--- src/rtl/word_serializer_if.sv ---
// Handshake bundle for word_serializer: parallel word in, serial bit stream out.
// The slave modport is the serializer; the master modport is the surrounding logic.
interface word_serializer_if #(
    parameter int DEPTH = 8
);
    logic [DEPTH-1:0] in_data;
    logic             in_valid;
    logic             in_ready;
    logic             out;
    logic             out_valid;
    logic             out_ready;
    logic             done;

    modport slave (
        input  in_data,
        input  in_valid,
        output in_ready,
        output out,
        output out_valid,
        input  out_ready,
        output done
    );

    modport master (
        output in_data,
        output in_valid,
        input  in_ready,
        input  out,
        input  out_valid,
        output out_ready,
        input  done
    );
endinterface

--- src/rtl/word_serializer.sv ---
// MSB-first parallel-to-serial converter with valid/ready on both sides.
// Defining WORD_SERIALIZER_PARITY_EN appends an even-parity bit after the data bits.
module word_serializer #(
    parameter int DEPTH = 8
) (
    input  logic              clk,
    input  logic              reset,
    word_serializer_if.slave  bus
);
    localparam int              CNT_W = $clog2(DEPTH);
    localparam logic [CNT_W-1:0] LAST = CNT_W'(DEPTH - 1);

`ifdef WORD_SERIALIZER_PARITY_EN
    typedef enum logic [1:0] {IDLE, SHIFT, PARITY} state_t;
`else
    typedef enum logic {IDLE, SHIFT} state_t;
`endif

    state_t           state_q, state_d;
    logic [DEPTH-1:0] shreg_q, shreg_d;
    logic [CNT_W-1:0] cnt_q, cnt_d;
    logic             in_ready_q, in_ready_d;
    logic             out_valid_q, out_valid_d;
    logic             out_q, out_d;
    logic             done_q, done_d;
    logic             xfer;
`ifdef WORD_SERIALIZER_PARITY_EN
    logic             parity_q, parity_d;
`endif

    // A bit moves only when it is actually on the wire and the consumer takes it.
    assign xfer = out_valid_q & bus.out_ready;

    always_comb begin
        state_d     = state_q;
        shreg_d     = shreg_q;
        cnt_d       = cnt_q;
        in_ready_d  = in_ready_q;
        out_valid_d = out_valid_q;
        out_d       = out_q;
        done_d      = 1'b0;
`ifdef WORD_SERIALIZER_PARITY_EN
        parity_d    = parity_q;
`endif
        case (state_q)
            IDLE: begin
                if (bus.in_valid) begin
                    state_d     = SHIFT;
                    shreg_d     = bus.in_data;
                    cnt_d       = '0;
                    in_ready_d  = 1'b0;
                    out_valid_d = 1'b1;
                    out_d       = bus.in_data[DEPTH-1];
`ifdef WORD_SERIALIZER_PARITY_EN
                    parity_d    = ^bus.in_data;
`endif
                end
            end
            SHIFT: begin
                if (xfer) begin
                    shreg_d = {shreg_q[DEPTH-2:0], 1'b0};
                    cnt_d   = cnt_q + CNT_W'(1);
                    if (cnt_q == LAST) begin
`ifdef WORD_SERIALIZER_PARITY_EN
                        state_d     = PARITY;
                        out_d       = parity_q;
`else
                        state_d     = IDLE;
                        in_ready_d  = 1'b1;
                        out_valid_d = 1'b0;
                        out_d       = 1'b0;
                        done_d      = 1'b1;
`endif
                    end else begin
                        // Next bit on the wire is the one just below the current MSB.
                        out_d = shreg_q[DEPTH-2];
                    end
                end
            end
`ifdef WORD_SERIALIZER_PARITY_EN
            PARITY: begin
                if (xfer) begin
                    state_d     = IDLE;
                    in_ready_d  = 1'b1;
                    out_valid_d = 1'b0;
                    out_d       = 1'b0;
                    done_d      = 1'b1;
                end
            end
`endif
            default: begin
                state_d     = IDLE;
                in_ready_d  = 1'b1;
                out_valid_d = 1'b0;
                out_d       = 1'b0;
            end
        endcase
    end

    always_ff @(posedge clk or posedge reset) begin
        if (reset) begin
            state_q     <= IDLE;
            shreg_q     <= '0;
            cnt_q       <= '0;
            in_ready_q  <= 1'b1;
            out_valid_q <= 1'b0;
            out_q       <= 1'b0;
            done_q      <= 1'b0;
`ifdef WORD_SERIALIZER_PARITY_EN
            parity_q    <= 1'b0;
`endif
        end else begin
            state_q     <= state_d;
            shreg_q     <= shreg_d;
            cnt_q       <= cnt_d;
            in_ready_q  <= in_ready_d;
            out_valid_q <= out_valid_d;
            out_q       <= out_d;
            done_q      <= done_d;
`ifdef WORD_SERIALIZER_PARITY_EN
            parity_q    <= parity_d;
`endif
        end
    end

    assign bus.in_ready  = in_ready_q;
    assign bus.out_valid = out_valid_q;
    assign bus.out       = out_q;
    assign bus.done      = done_q;
endmodule

--- src/flat_wrapper.sv ---
// flat-port wrapper written by rule: the top's interface ports become plain ports
module word_serializer_flat 
#(
    parameter int DEPTH = 8
)
  (clk, reset, bus_in_data, bus_in_valid, bus_in_ready, bus_out, bus_out_valid, bus_out_ready, bus_done);
  word_serializer_if #(.DEPTH(DEPTH)) bus_i ();
  input  logic clk;
  input  logic reset;
  input wire logic [$bits(bus_i.in_data)-1:0] bus_in_data;
  input wire logic [$bits(bus_i.in_valid)-1:0] bus_in_valid;
  output wire logic [$bits(bus_i.in_ready)-1:0] bus_in_ready;
  output wire logic [$bits(bus_i.out)-1:0] bus_out;
  output wire logic [$bits(bus_i.out_valid)-1:0] bus_out_valid;
  input wire logic [$bits(bus_i.out_ready)-1:0] bus_out_ready;
  output wire logic [$bits(bus_i.done)-1:0] bus_done;
  assign bus_i.in_data = bus_in_data;
  assign bus_i.in_valid = bus_in_valid;
  assign bus_in_ready = bus_i.in_ready;
  assign bus_out = bus_i.out;
  assign bus_out_valid = bus_i.out_valid;
  assign bus_i.out_ready = bus_out_ready;
  assign bus_done = bus_i.done;
  word_serializer #(.DEPTH(DEPTH)) u_core (.clk(clk), .reset(reset), .bus(bus_i));
endmodule
--- config.mk ---
export PLATFORM = sky130hd
export DESIGN_NAME = word_serializer_flat
export DESIGN_NICKNAME = d
export VERILOG_FILES = /design/src/rtl/word_serializer_if.sv /design/src/rtl/word_serializer.sv /design/src/flat_wrapper.sv
export SDC_FILE = /design/constraint.sdc
export NUM_CORES = 1
export LEC_CHECK = 0
export BUFFER_PORTS_ARGS = -buffer_cell sky130_fd_sc_hd__buf_2
export CAP_MARGIN = 20
export CORE_UTILIZATION = 50
export DETAILED_ROUTE_END_ITERATION = 7
export PLACE_DENSITY = 0.74
export SLEW_MARGIN = 20
export SYNTH_ARGS = -nofsm -noshare
export SYNTH_HDL_FRONTEND = slang
export SYNTH_SLANG_ARGS = --single-unit
--- constraint.sdc ---
create_clock -name clk -period 1.5 [get_ports clk]
set_input_delay 0.3 -clock clk [delete_from_list [all_inputs] [get_ports clk]]
set_output_delay 0.3 -clock clk [all_outputs]
set_load 0.05 [all_outputs]
==> results.py <==
metrics = {
    "floorplan": {
        "rows": 13,
        "die_h_um": 39.4,
        "initial_core_util": 0.537,
        "core-area_um2": 1300,
        "io_pins": 16,
        "die-width_um": 39.4,
        "dieArea_um2": 1550,
    },
    "detailed_routing": {
        "drc": 0,
        "drtIter0Drc": 5,
        "ant_nets": 0,
        "routed_wl_um": 1300,
        "routed_via_density": 5.51,
        "wl_per_cell_um": 12.9,
        "dr.pass1.iters": 4,
        "via_count": 557,
    },
    "synthesis": {
        "synth_top_area_cell": "dfrtp_1",
        "synth_ff_type": "dfrtp_1",
        "yosysMostFrequentCell": "dfrtp_1",
        "synth_top_area_share": 0.502,
        "synth_edf_count": 0,
        "synth_cell_types": 18,
        "syn_nets": 81,
        "synthTopCellsByArea": "dfrtp_1, mux2i_1, a21oi_1",
        "yosys_warnings": 0,
        "synthTopCellsByCount": "dfrtp_1, a21oi_1, nor3_1",
        "synth_seq_cells": 15,
        "syn_avg_cell_area_um2": 10.6,
        "netlist_area_um2": 698,
        "postSynth.asyncResetShare": 1.00,
        "postSynthCellCount": 66,
        "yosysSeqAreaShare": 0.539,
    },
    "global_routing": {
        "overflow": 0,
        "grt_usage": 0.200,
        "grt_pass1_wl_um": 1970,
        "first_global_vias": 470,
        "grt_max_degree": 16,
        "antenna_found_initial": 0,
    },
    "sta": {
        "tightestPinTransition_ns": 0.550,
        "max_freq_mhz": 696,
        "finalHoldViolCount": 0,
        "setup_viol": 0,
        "slew_viol_final": 0,
        "skew_ns": 0.00490,
        "tns_ns": 0,
        "finalCritPeriodShare": 0.958,
        "whs_ns": 0.0483,
        "period_minus_slack_ns": 1.44,
        "grt_setup_unrepaired": "no",
        "timing.slew.headroom": 0.633,
    },
    "clocking": {
        "worstSkewPairLatency_ns": 0.28,
        "clkTransAtPathRegs_ns": 0.09,
        "clock-sinks": 15,
        "cts_setup_buffers": 0,
        "cts_buffer_depth": 2,
        "cts_buffers": 3,
        "hold_buffers": 0,
        "post_cts_resized": 0,
        "cts_tree": "built",
        "clk_root_buffer_cell": "clkbuf_4",
        "h-tree-depth": 1,
    },
    "critical_path": {
        "critPathCaptureType": "flip-flop",
        "crit_path_max_fanout": 3,
        "arrival_ns": 1.61,
        "required_ns": 1.67,
        "critPathLaunchType": "flip-flop",
        "critPathKind": "flip-flop to flip-flop",
    },
    "layout": {
        "num_antenna_cells": 0,
        "drive_above_1_share": 0.279,
        "n_fill_cell": 108,
        "final_nets": 102,
        "synthToLayoutAreaGrowth_pct": 19.4,
    },
    "pwr": {
        "power.density_nw_per_um2": 1260,
        "p_leak_nw": 0.450,
        "vdd_ir_drop_max_v": 0.000562,
    },
    "placed_design": {
        "place.gp.congestion": 0.655,
        "place_hpwl_um": 989,
        "numPortBuffers": 15,
    },
    "hold_path": {
        "hp-class": "input pin to asynchronous set/reset pin",
    },
    "run": {
        "cap_violations": 0,
    },
    "run_status": {
        "status": "complete, no violations",
    },
}
==> worst paths after layout <==
check                                 from             endpoint  slack, ns  depth (start not counted)
setup / recovery           u_core.cnt_q[0]      u_core.cnt_q[2]       0.06                          4
max in group asynchronous            reset  u_core.bus.in_ready       1.09                          2
setup reg to reg           u_core.cnt_q[0]      u_core.cnt_q[2]       0.06                          4
hold reg to reg            u_core.cnt_q[0]      u_core.cnt_q[0]       0.48                          1
hold / removal                       reset    u_core.shreg_q[3]       0.05                          2
min in group clk            bus_in_data[0]    u_core.shreg_q[0]       0.26                          2
==> power breakdown <==
part	total (mW)	leakage (nW)	switching, mW	internal [mW]
registers	0.566	0.177	0.0613	0.505
logic	0.254	0.258	0.135	0.120
clock network	0.228	0.0150	0.125	0.103
==> sequential cells by signal, indices dropped and copies added (netlist names) <==
| register | cells |
|---|---|
| u_core.bus.out | 1 |
| u_core.state_q | 1 |
| u_core.bus.out_valid | 1 |
| u_core.bus.in_ready | 1 |
| u_core.shreg_q | 7 |
| u_core.bus.done | 1 |
| u_core.cnt_q | 3 |
==> final cells by class <==
cell class	instances	area (µm²)	area share
inverter	2	7.51	0.00901
tap	15	18.8	0.0225
timing repair buffer	19	105	0.126
sequential	15	377	0.452
multi-input combinational	46	299	0.359
clock buffer	4	26.3	0.0315
==> metrics by stage <==
| stage | cells | setup WS, ns | util | power (mW) | cell area, µm² |
|---|---|---|---|---|---|
| 6_report | 101 | 0.0634 | 0.640 | 1.05 | 833 |
| 5_1_grt | 101 | 0.00968 | 0.640 | 1.11 | 833 |
| 4_1_cts | 101 | 0.0574 | 0.640 | 1.06 | 833 |
| 3_5_place_dp | 97 | 0.0694 | 0.620 | 0.834 | 807 |
| 3_3_place_gp | 97 | 0.108 | 0.620 | 0.811 | 807 |
| 2_1_floorplan | 66 | 0.0425 | - | 0.758 | 698 |
==> routing by layer <==
layer  vias to the layer above  track usage  share of wire
met5                         -            0              0
met4                         0        0.129          0.022
met3                         4       0.0511          0.041
met2                        15        0.317           0.47
met1                       265        0.236           0.46
li1                        273            -              -
==> cells by family (layout without fill, tap and decap cells) <==
kind of cell / Yosys count / count (layout) / synth area share
and+or+nand+nor: 21 / 21 / 0.145
AOI/OAI and AO/OA: 15 / 15 / 0.127
DFF: 15 / 15 / 0.539
buffers and inverters: 5 / 25 / 0.0323
muxes: 7 / 7 / 0.102
adders and majority gates: 3 / 3 / 0.0538
==> layout by cell type (no fill, tap or decap), types with 2 or more instances in the layout <==
master,netlist,routed
buf_2,3,15
dfrtp_1,14,14
a21oi_1,10,10
nor3_1,7,7
nor2_1,6,6
mux2i_1,6,6
buf_4,0,4
nand2_1,3,3
a22o_1,3,3
ha_1,3,3
clkbuf_4,0,3
inv_1,2,2
a31oi_1,2,2
==> worst max-delay path: stages (launching register included) <==
cell and delay (ns):
dfrtp_1 0.40, ha_1 0.22, ha_1 0.27, mux2_2 0.26, a22o_1 0.17
Power figures use the tool's default switching activity.
